--- src/rtl/snake_pkg.sv ---
// Shared types for the snake bitmap engine: cell position, FSM state and
// the cell-to-bit-index mapping used by the decoders.
package snake_pkg;

   localparam int DEF_COLS  = 16;
   localparam int DEF_ROWS  = 8;
   localparam int DEF_COL_W = 4;
   localparam int DEF_ROW_W = 3;

   typedef struct packed {
      logic [DEF_ROW_W-1:0] row;
      logic [DEF_COL_W-1:0] col;
   } cell_t;

   typedef enum logic [1:0] {
      CLEAR,
      RUN,
      HALT
   } state_t;

   function automatic int cell_index(input int row, input int col, input int cols);
      return row * cols + col;
   endfunction

endpackage

--- src/rtl/snake_cell_decode.sv ---
// Turns a {row,col} position into a one-hot pixel mask; the mask is empty
// when the position lies outside the grid.
module snake_cell_decode
   import snake_pkg::*;
#(
   parameter int COLS  = 16,
   parameter int ROWS  = 8,
   parameter int COL_W = 4,
   parameter int ROW_W = 3
) (
   input  logic [ROW_W+COL_W-1:0] pos,
   output logic [ROWS*COLS-1:0]   mask,
   output logic                   in_range
);

   localparam int N = ROWS * COLS;
   localparam logic [N-1:0] ONE_HOT0 = N'(1);

   logic [ROW_W-1:0] row;
   logic [COL_W-1:0] col;

   assign row = pos[COL_W +: ROW_W];
   assign col = pos[COL_W-1:0];

   always_comb begin
      in_range = (int'(row) < ROWS) && (int'(col) < COLS);
      mask     = '0;
      if (in_range) begin
         mask = ONE_HOT0 << cell_index(int'(row), int'(col), COLS);
      end
   end

endmodule

--- src/rtl/snake_bitmap_engine.sv ---
// Snake-body bitmap: sets the head pixel and vacates the tail on each move,
// tracks pending growth from food and flags body/wall collisions.
module snake_bitmap_engine
   import snake_pkg::*;
#(
   parameter int COLS           = 16,
   parameter int ROWS           = 8,
   parameter int COL_W          = 4,
   parameter int ROW_W          = 3,
   parameter int GROW_LEN       = 1,
   parameter bit PIX_ACTIVE_LOW = 1'b1
) (
   input  logic                   clk,
   input  logic                   rst,
   input  logic                   start,
   input  logic                   step_valid,
   output logic                   step_ready,
   input  logic [ROW_W+COL_W-1:0] head_pos,
   input  logic [ROW_W+COL_W-1:0] tail_pos,
   input  logic [ROW_W+COL_W-1:0] food_pos,
   output logic [ROWS*COLS-1:0]   pixels,
   output logic                   eaten,
   output logic                   game_over,
   output logic                   busy
);

   localparam int N  = ROWS * COLS;
   localparam int GW = $clog2(ROWS * COLS + 1);
   localparam logic [N-1:0] ROW0_MASK = N'({COLS{1'b1}});

   logic [N-1:0]     head_mask, tail_mask;
   logic             head_in, tail_in;
   state_t           state_q, state_d;
   logic [ROW_W-1:0] row_q, row_d;
   logic [GW-1:0]    grow_q, grow_d, grow_tmp;
   logic [GW:0]      grow_sum;
   logic             eaten_q, eaten_d;
   logic             over_q, over_d;
   logic [N-1:0]     bitmap_q, bitmap_d;
   logic             collide;

   snake_cell_decode #(.COLS(COLS), .ROWS(ROWS), .COL_W(COL_W), .ROW_W(ROW_W)) u_head_dec (
      .pos      (head_pos),
      .mask     (head_mask),
      .in_range (head_in)
   );

   snake_cell_decode #(.COLS(COLS), .ROWS(ROWS), .COL_W(COL_W), .ROW_W(ROW_W)) u_tail_dec (
      .pos      (tail_pos),
      .mask     (tail_mask),
      .in_range (tail_in)
   );

   assign step_ready = (state_q == RUN);
   assign busy       = (state_q == CLEAR);
   assign eaten      = eaten_q;
   assign game_over  = over_q;
   assign pixels     = PIX_ACTIVE_LOW ? ~bitmap_q : bitmap_q;

   // Stepping onto the tail cell is only safe when the tail really moves away.
   assign collide = !head_in ||
                    ((|(bitmap_q & head_mask)) && ((head_pos != tail_pos) || (grow_q != '0)));

   always_comb begin
      state_d  = state_q;
      row_d    = row_q;
      grow_d   = grow_q;
      grow_tmp = grow_q;
      grow_sum = '0;
      eaten_d  = 1'b0;
      over_d   = over_q;
      bitmap_d = bitmap_q;

      if (start) begin
         state_d = CLEAR;
         row_d   = '0;
         grow_d  = '0;
         over_d  = 1'b0;
      end else begin
         case (state_q)
            CLEAR: begin
               bitmap_d = bitmap_q & ~(ROW0_MASK << (int'(row_q) * COLS));
               if (row_q == ROW_W'(ROWS - 1)) begin
                  state_d = RUN;
                  row_d   = '0;
               end else begin
                  row_d = row_q + ROW_W'(1);
               end
            end
            RUN: begin
               if (step_valid && step_ready) begin
                  if (collide) begin
                     over_d  = 1'b1;
                     state_d = HALT;
                  end else begin
                     if (grow_q == '0) begin
                        bitmap_d = bitmap_q & ~(tail_in ? tail_mask : '0);
                     end else begin
                        grow_tmp = grow_q - GW'(1);
                     end
                     bitmap_d = bitmap_d | head_mask;
                     // Pending growth is consumed first, then the new food is added with saturation.
                     if (head_pos == food_pos) begin
                        eaten_d  = 1'b1;
                        grow_sum = {1'b0, grow_tmp} + (GW+1)'(GROW_LEN);
                        grow_d   = grow_sum[GW] ? '1 : grow_sum[GW-1:0];
                     end else begin
                        grow_d = grow_tmp;
                     end
                  end
               end
            end
            HALT: begin
            end
            default: begin
               state_d = CLEAR;
               row_d   = '0;
            end
         endcase
      end
   end

   always_ff @(posedge clk or posedge rst) begin
      if (rst) begin
         state_q  <= CLEAR;
         row_q    <= '0;
         grow_q   <= '0;
         eaten_q  <= 1'b0;
         over_q   <= 1'b0;
         bitmap_q <= '0;
      end else begin
         state_q  <= state_d;
         row_q    <= row_d;
         grow_q   <= grow_d;
         eaten_q  <= eaten_d;
         over_q   <= over_d;
         bitmap_q <= bitmap_d;
      end
   end

endmodule
--- config.mk ---
export PLATFORM = sky130hd
export DESIGN_NAME = snake_bitmap_engine
export DESIGN_NICKNAME = d
export VERILOG_FILES = /design/src/rtl/snake_pkg.sv /design/src/rtl/snake_cell_decode.sv /design/src/rtl/snake_bitmap_engine.sv
export SDC_FILE = /design/constraint.sdc
export NUM_CORES = 1
export LEC_CHECK = 0
export BUFFER_PORTS_ARGS = -buffer_cell sky130_fd_sc_hd__buf_2
export CELL_PAD_IN_SITES_DETAIL_PLACEMENT = 0
export CELL_PAD_IN_SITES_GLOBAL_PLACEMENT = 1
export CORE_MARGIN = 8
export CORE_UTILIZATION = 44
export DETAILED_ROUTE_END_ITERATION = 16
export PLACE_DENSITY = 0.87
export SLEW_MARGIN = 5
export SYNTH_ARGS = -nofsm -noshare
export SYNTH_HDL_FRONTEND = slang
export SYNTH_SLANG_ARGS = --single-unit
--- constraint.sdc ---
create_clock -name clk -period 6.15 [get_ports clk]
set_input_delay 0.615 -clock clk [delete_from_list [all_inputs] [get_ports clk]]
set_output_delay 0.615 -clock clk [all_outputs]
set_load 0.02 [all_outputs]
## Word-level counts from Yosys, hierarchy flattened

Cells that the tools add are included.
Widths: inputs -> output; s select.

| word-level totals | value |
|---|---|
| bits in registers | 143 |
| bits of input ports | 25 |
| output and inout port bits | 132 |
| logic and storage cells | 87 |

| cells by class | value |
|---|---|
| add/sub/neg operators | 5 |
| equality and inequality tests | 13 |
| shifts and indexed selects | 3 |
| muxes and demuxes | 36 |
| bitwise operators | 8 |
| reduce and logical (&&, ||, !) cells | 16 |

Operators with widths:

| kind | number |
|---|---|
| $mux 128 | 7 |
| $and 128x128->128 | 3 |
| $not 128->128 | 3 |
| $pmux 128 s2 | 1 |
| $shl 1x32->128 const A | 2 |
| $or 128x128->128 | 1 |
| $reduce_or 128->1 | 1 |
| $shl 16x7->128 const A | 1 |
| $mux 8 | 11 |
| $add 7x4->8 | 2 |
| $add 8x1->9 const B | 1 |
| $mux 1 | 9 |
| $ne 3x2->1 const B | 3 |
| $logic_not 8->1 | 1 |
| $mux 2 | 4 |
| $reduce_and 4->1 | 2 |
| $reduce_bool 2->1 | 4 |
| $reduce_bool 8->1 | 1 |
| $sub 8x1->8 const B | 1 |
| $eq 7x7->1 | 1 |
| $ne 7x7->1 | 1 |
| $mux 3 | 2 |
| $ne 2x2->1 const B | 3 |
| $pmux 2 s3 | 1 |
| 12 further kinds | 15 |

## Logic depth before layout (Yosys ltp)

Gate-level depths: netlist of run 1.

| depth | value |
|---|---|
| depth in word-level cells | 16 |
| gate-level depth with buffers | 15 |
| mapped depth without buffers | 12 |

## Cells and area by module

From an unflattened synthesis of run 1, not the netlist that was laid out.

| second synthesis, totals | value |
|---|---|
| cells, all modules | 1555 |
| area, all modules | 11268.3 sq um |

Modules (own cells, without submodules):

| module | times used | cells an instance | area each (sq um) | sequential area each (sq um) |
|---|---|---|---|---|
| snake_bitmap_engine | 1 | 1155 | 8928.6 | 3578.4 |
| snake_cell_decode | 2 | 200 | 1169.9 | 0.0 |

## Least setup slack after synthesis of run 1

No wires, ideal clock.

| path | value |
|---|---|
| kind | input -> register |
| start point | input head_pos[3] |
| end point | register bitmap_q[71] |
| setup time | 0.126 ns |
| arrival | 3.237 ns |
| required time | 6.024 ns |
| setup slack | 2.787 ns |
| cell stages on the path | 12 |
| path buffers | 4 |
| cell sequence | buf_4 > or3_1 > buf_4 > a211oi_1 > or4_1 > or4_4 > a2111oi_4 > a21o_1 > buf_6 > a21oi_1 > buf_4 > a221o_1 |

| between the ends | value |
|---|---|
| cells in the longest elaborated chain, start to end | 7 |
| elaborated cells between the ends (all ways) | 13 |

RTL lines:

| item | line | text |
|---|---|---|
| start, declared | snake_bitmap_engine.sv:18 | `input logic [ROW_W+COL_W-1:0] head_pos,` |
| $add 7x4->8 | snake_pkg.sv:22 | `return row * cols + col;` |
| $shl 1x32->128 | snake_cell_decode.sv:29 | `mask = ONE_HOT0 << cell_index(int'(row), int'(col), COLS);` |
| $and 128x128->128 | snake_bitmap_engine.sv:62 | `((\|(bitmap_q & head_mask)) && ((head_pos != tail_pos) \|\| (grow_q != '0)));` |
| $reduce_or 128->1 | snake_bitmap_engine.sv:62 |  |
| $logic_and 1x1->1 | snake_bitmap_engine.sv:62 |  |
| $ne 2x2->1 (no source line) | - |  |
| $reduce_and 4->1 (no source line) | - |  |
| end signal, assigned | snake_bitmap_engine.sv:137 | `bitmap_q <= bitmap_d;` |
| end, declared | snake_bitmap_engine.sv:39 | `logic [N-1:0] bitmap_q, bitmap_d;` |

Several ways; a longest one is shown, not always the timed one. The select of a mux whose other input is x is not followed.
A chain may end at the register's enable or synchronous reset.

## Final worst setup path of run 1

| path | value |
|---|---|
| start point | input head_pos[0] |
| end point | register bitmap_q[127] |

Same word-level chain as after synthesis.

==> flow_summary.toml, run 1 <==
[final_layout]
fill_cells = 2358
layout_common_cells = "buf_2 (156), inv_1 (147), dfrtp_1 (143), a21oi_1 (123), nand2_1 (108)"
finalInstanceArea_um2 = 12300
syn_to_final_growth_pct = 13.8
fin_nets = 1471
final_common_cell = "buf_2"
drive_above_1_share_pct = 18.0

[critical_path]
critPathLaunchType = "primary input"
path_class = "in2reg"
path_cells = "buf_2, nor2b_1, and2_1, a32oi_1, and4_1, and4b_1, a21o_1, a21oi_1, buf_4, a21o_1"
worst_path_most_repeated_cell = "a21o_1"
setup.worst_path.start = "head_pos[0]"
cp.arrival_ns = 4.98
r2r_start = "bitmap_q[81]$_DFFE_PP0P_"
cpPeakStageDelay_ns = 0.80
reg2reg_slack_ns = 2.19
worst-path-buf-inv = 2
cpMaxStageDelayCell = "a21oi_1"
rr_endpoint = "bitmap_q[45]$_DFFE_PP0P_"
crit_family = "simple AND/OR/NAND/NOR gates"
cp-end-kind = "flip-flop"
reg2reg_depth = 9
crit_required_ns = 6.52
worst-path-max-fanout = 33

[logic_synthesis]
ys_seq_area_share_pct = 33.2
postSynth.asyncResetShare_pct = 100
synth_top_family_by_area = "compound AO/OA/AOI/OAI gates"
synth_ff_type = "dfrtp_1"
synth_area_um2 = 10800
synth_area_leader_cell = "dfrtp_1"
synth-edff-count = 0
yosys.area_share.simple_pct = 20.9
synth-xor-area-share_pct = 1.63
ys_top_cells_by_area = "dfrtp_1 (33%), a21oi_1 (5.7%), inv_1 (5.2%), o32ai_1 (4.1%), nand2_1 (3.8%)"
synth_top_area_share_pct = 33.2
synth_nets = 1376
synth-compound-area-share_pct = 28.2
muxShareOfSynthArea_pct = 3.82
synth.ff_latch_count = 143
ys_warn_count = 0
ys_types = 82
syn_avg_cell_area_um2 = 8.04
syn_inst = 1339
synth_fa_ha_area_share_pct = 1.39

[drt]
antenna_left = 0
routed_wl_mm = 48.3
vias = 11800
firstDrtPassIters = 6
dr.max_layer_used = "met4"
met2WireLength_mm = 20.8
wl_per_cell_um = 27.3
drt_first_iter_violations = 1557
viasPerCell = 6.64
drt-met1-wl_mm = 19.7
dr_wl_met3_mm = 5.43
route.detailed.drc = 0

[sta]
setup_viol = 0
fin_tns_setup_ns = 0
hold_viol_final = 0
layout_worst_path_cycle_share_pct = 75.0
period_needed_ns = 4.61
maxSlewHeadroom_pct = 22.5
worstMarginPinSlew_ns = 1.16
fmax_ghz = 0.217
grt_setup_unrepaired = "no"
clock_skew_ns = 0.00982
slew_viol_final = 0

[place]
dp_hpwl_mm = 35.0
port_buffers = 156
placed_cell_area_um2 = 11700
globalplace.congestion = 1.09

[cts]
clkSinkCount = 143
path_clk_slew_ns = 0.07
clock_latency_ns = 0.43
cts-buffers-inserted = 17
cts.htree.levels = 4
cts_repair_resize_count = 0
post_cts_buffers = 0
cts_root_buf = "clkbuf_16"
hold_buffers = 0
cts_buffer_depth = 2
cts_tree = "yes"

[global_routing]
grt_pass1_wl_mm = 72.4
grt_pass1_vias = 11300
antenna_found_initial = 0
grt_overflow = 0
grt_usage_pct = 32.5
grt_max_degree = 77

[run_status]
status = "complete, no violations"

[floorplan]
die_h_um = 172
rows = 57
dieWidth_um = 172
boundaryPins = 157
initial_core_util_pct = 44.5
die-area_um2 = 29700
core_area_um2 = 24200

[pwr]
p_per_area_nw_per_um2 = 338
peakVddDrop_v = 0.000200
p_leak_uw = 0.00508

[run]
cap_violations = 0

[worst_hold_path]
hold_class = "in2async"
-- cells in the mapped netlist, types with 12 or more instances --
cell type / count
and3_1: 19
clkbuf_1: 61
o32ai_1: 50
nand2b_1: 22
buf_2: 26
o211ai_1: 41
xnor2_1: 14
a21o_1: 13
ha_1: 12
nor2_1: 62
o21ai_0: 75
buf_6: 13
nand2_1: 109
o41ai_1: 14
a211o_1: 28
nor4_1: 13
inv_1: 148
a21oi_1: 123
o21ai_1: 15
nor3_1: 31
or4_1: 19
dfrtp_1: 143
mux2i_1: 31
nand4_1: 13
nand3_1: 41
-- sequential cells by signal, indices dropped and copies added (netlist names) --
register	flops
bitmap_q	128
grow_q	8
row_q	3
state_q	2
eaten	1
game_over	1
-- layer usage --
metal  GRT usage [%]  up-vias
li1                -     5098
met1            44.0     5657
met2            47.5      850
met3            7.24      160
met4            17.1        0
met5               0        -
-- where the power goes --
part           total (µW)  switching [µW]  internal (µW)
clock network        1050             511            540
registers            1310             166           1140
logic                1780            1240            544
-- through the flow --
stage	util, %	worst slack (ns)	std cells	hold slack (ns)	power [µW]
2_1_floorplan	-	1.70	1339	0.472	2440
4_1_cts	50.7	1.74	1771	0.325	4100
3_3_place_gp	48.3	1.34	1739	0.478	3040
5_1_grt	50.7	1.44	1771	0.347	4340
6_report	50.7	1.54	1772	0.282	4140
3_5_place_dp	48.3	1.28	1739	0.482	3050
-- kinds of logic (layout without fill, tap and decap cells) --
| kind of cell | count (synthesis) | in the layout |
|---|---|---|
| buffers and inverters | 266 | 374 |
| adder cells (fa/ha/maj) | 12 | 12 |
| AO/OA/AOI/OAI | 445 | 445 |
| other | 0 | 1 |
| XOR/XNOR | 20 | 20 |
| AND/OR/NAND/NOR | 415 | 415 |
| multiplexers | 38 | 38 |
| flip-flops | 143 | 143 |
-- final cells by class --
| type | count | area [µm²] | area share, % |
|---|---|---|---|
| Timing Repair Buffer | 194 | 1070 | 8.70 |
| Tap cell | 324 | 405 | 3.31 |
| Sequential cell | 143 | 3580 | 29.2 |
| Antenna cell | 1 | 2.50 | 0.0204 |
| Inverter | 148 | 561 | 4.57 |
| Clock inverter | 15 | 144 | 1.17 |
| Clock buffer | 17 | 425 | 3.47 |
| Multi-Input combinational cell | 930 | 6070 | 49.6 |
-- worst max path at each step --
stage | to | slack (ns) | cells after the start
after global routing | bitmap_q[124]$_DFFE_PP0P_ | 1.44 | 9
after CTS | bitmap_q[127]$_DFFE_PP0P_ | 1.74 | 10
after detailed placement | bitmap_q[50]$_DFFE_PP0P_ | 1.28 | 10
after floorplan | bitmap_q[0]$_DFFE_PP0P_ | 1.70 | 1
after global placement | bitmap_q[124]$_DFFE_PP0P_ | 1.34 | 10
final | bitmap_q[127]$_DFFE_PP0P_ | 1.54 | 10
(Power assumes the default switching activity.)
==> run 2, diff against run 1 <==
- CORE_UTILIZATION: 44 -> 39
- PLACE_DENSITY: 0.87 -> 0.82
- clock period: 6.15 -> 4.22 ns (I/O delays scaled with it)
==> flow_summary.toml, run 2 (synthesis gave the netlist of run 1 again) <==
[critical_path]
crit_required_ns = 4.53
cp.depth = 10
path_cells = "buf_2, or4b_2, nor3_1, a211oi_1, and4_1, and4b_1, a21oi_4, buf_4, nor2_2, a221o_1"
path_class = "in2reg"
worst-path-max-fanout = 39
setup.worst_path.start = "head_pos[6]"
reg2reg_slack_ns = 0.44
cpMaxStageDelayCell = "a21oi_4"
crit_end = "bitmap_q[87]$_DFFE_PP0P_"
cp-end-kind = "flip-flop"
critPathLaunchType = "primary input"
rr_endpoint = "bitmap_q[87]$_DFFE_PP0P_"
cpPeakStageDelay_ns = 0.93
worst-path-buf-inv = 2
crit_family = "simple AND/OR/NAND/NOR gates"
r2r_start = "bitmap_q[50]$_DFFE_PP0P_"
cp.arrival_ns = 4.17
reg2reg_depth = 9

[floorplan]
initial_core_util_pct = 39.2
dieWidth_um = 182
rows = 61
boundaryPins = 157
die_h_um = 182
die-area_um2 = 33200
core_area_um2 = 27500

[place]
globalplace.congestion = 1.04
port_buffers = 156
dp_hpwl_mm = 37.8

[final_layout]
fill_cells = 2794
fin_nets = 1541
syn_to_final_growth_pct = 19.5
regMostFlops = "bitmap_q"
final_common_cell = "buf_2"
drive_above_1_share_pct = 21.6
regArea_um2 = 3580
layout_common_cells = "buf_2 (156), inv_1 (147), dfrtp_1 (143), a21oi_1 (123), nand2_1 (108)"
largest_reg_flops = 128
antenna_cells = 0
multi_input_area_um2 = 6060
largestRegisters = "bitmap_q (128), grow_q (8), row_q (3)"

[pwr]
p_per_area_nw_per_um2 = 472
peakVddDrop_v = 0.000281
p_leak_uw = 0.00544

[sta]
hold_ws_ns = 0.216
clock_skew_ns = 0.0158
setup_viol = 0
layout_worst_path_cycle_share_pct = 91.3
worstMarginPinSlew_ns = 1.19
slew_viol_final = 0
fin_tns_setup_ns = 0
period_needed_ns = 3.85
grt_setup_unrepaired = "no"
fmax_ghz = 0.260
maxSlewHeadroom_pct = 20.2
hold_viol_final = 0

[cts]
clkSinkCount = 143
post_cts_buffers = 0
cts-buffers-inserted = 17
cts_repair_resize_count = 0
cts_buffer_depth = 2
cts_tree = "yes"
path_clk_slew_ns = 0.07
cts.htree.levels = 4
clock_latency_ns = 0.44
cts_root_buf = "clkbuf_16"
hold_buffers = 0

[worst_hold_path]
hold_class = "in2async"

[global_routing]
grt_overflow = 0
grt_usage_pct = 29.4
grt_pass1_wl_mm = 74.7
antenna_found_initial = 2
grt_pass1_vias = 11500
grt_max_degree = 144

[drt]
vias = 11900
firstDrtPassIters = 6
routed_wl_mm = 49.7
drt_first_iter_violations = 1482
route.detailed.drc = 0
wl_per_cell_um = 26.7
viasPerCell = 6.40
antenna_left = 0

[run]
cap_violations = 0

[run_status]
status = "complete, no violations"
run 2: cell types whose count changed in the layout (fill, tap and decap cells not counted), sizes merged:
cell | before | now
buf | 194 | 264
inv | 159 | 152
clkinv | 3 | 6
clkbuf | 17 | 19
clkinvlp | 1 | 3
diode | 1 | 0
run 2: metrics by stage:
stage               instance area (µm²)  setup slack, ns  utilization [%]  std cells  power (µW)
floorplan                         10800             1.05                -       1339        3560
global placement                  12300           0.0709             44.8       1831        4530
detailed placement                12300           0.0123             44.8       1831        4550
CTS                               12900            0.447             46.8       1863        6040
global route                      12900            0.257             46.8       1863        6390
finish                            12900            0.367             46.8       1863        6070
run 2: power by group:
group          leakage, µW  switching (µW)  internal, µW
clock             0.000271             689           795
sequential         0.00172             263          1660
combinational      0.00345            1820           847
run 2: area by class of cell:
class | instances | share of cell area (%)
clock buffers | 19 | 3.52
clock inverters | 13 | 0.807
inverters | 148 | 4.35
multi-input cells | 930 | 47.1
flip-flops and latches | 143 | 27.8
well taps | 346 | 3.37
repair buffers | 264 | 13.1
run 2: worst reg2reg max path: cells and delay by family, from the launching register on:
family | cells | cell delay [ns]
DFF | 1 | 0.37
buffers and inverters | 2 | 0.58
AOI/OAI and AO/OA | 3 | 1.44
and+or+nand+nor | 3 | 0.80
muxes | 1 | 0.48
run 2: worst min path at each step:
stage	from	to	slack [ns]	cells after the start
finish	rst	bitmap_q[66]$_DFFE_PP0P_	0.22	3
global route	rst	bitmap_q[83]$_DFFE_PP0P_	0.31	3
CTS	rst	bitmap_q[64]$_DFFE_PP0P_	0.27	3
detailed placement	bitmap_q[50]$_DFFE_PP0P_	bitmap_q[50]$_DFFE_PP0P_	0.50	1
global placement	bitmap_q[50]$_DFFE_PP0P_	bitmap_q[50]$_DFFE_PP0P_	0.49	1
floorplan	bitmap_q[50]$_DFFE_PP0P_	bitmap_q[50]$_DFFE_PP0P_	0.47	1
run 2: per-layer routing:
metal | wire length [µm] | part of all wire, % | vias up | track usage [%]
met5 | 12 | 0.024 | - | 0
met4 | 2090 | 4.2 | 2 | 13.3
met3 | 4910 | 9.9 | 141 | 6.46
met2 | 21600 | 44 | 729 | 44.5
met1 | 21100 | 42 | 5810 | 39.7
li1 | - | - | 5232 | -
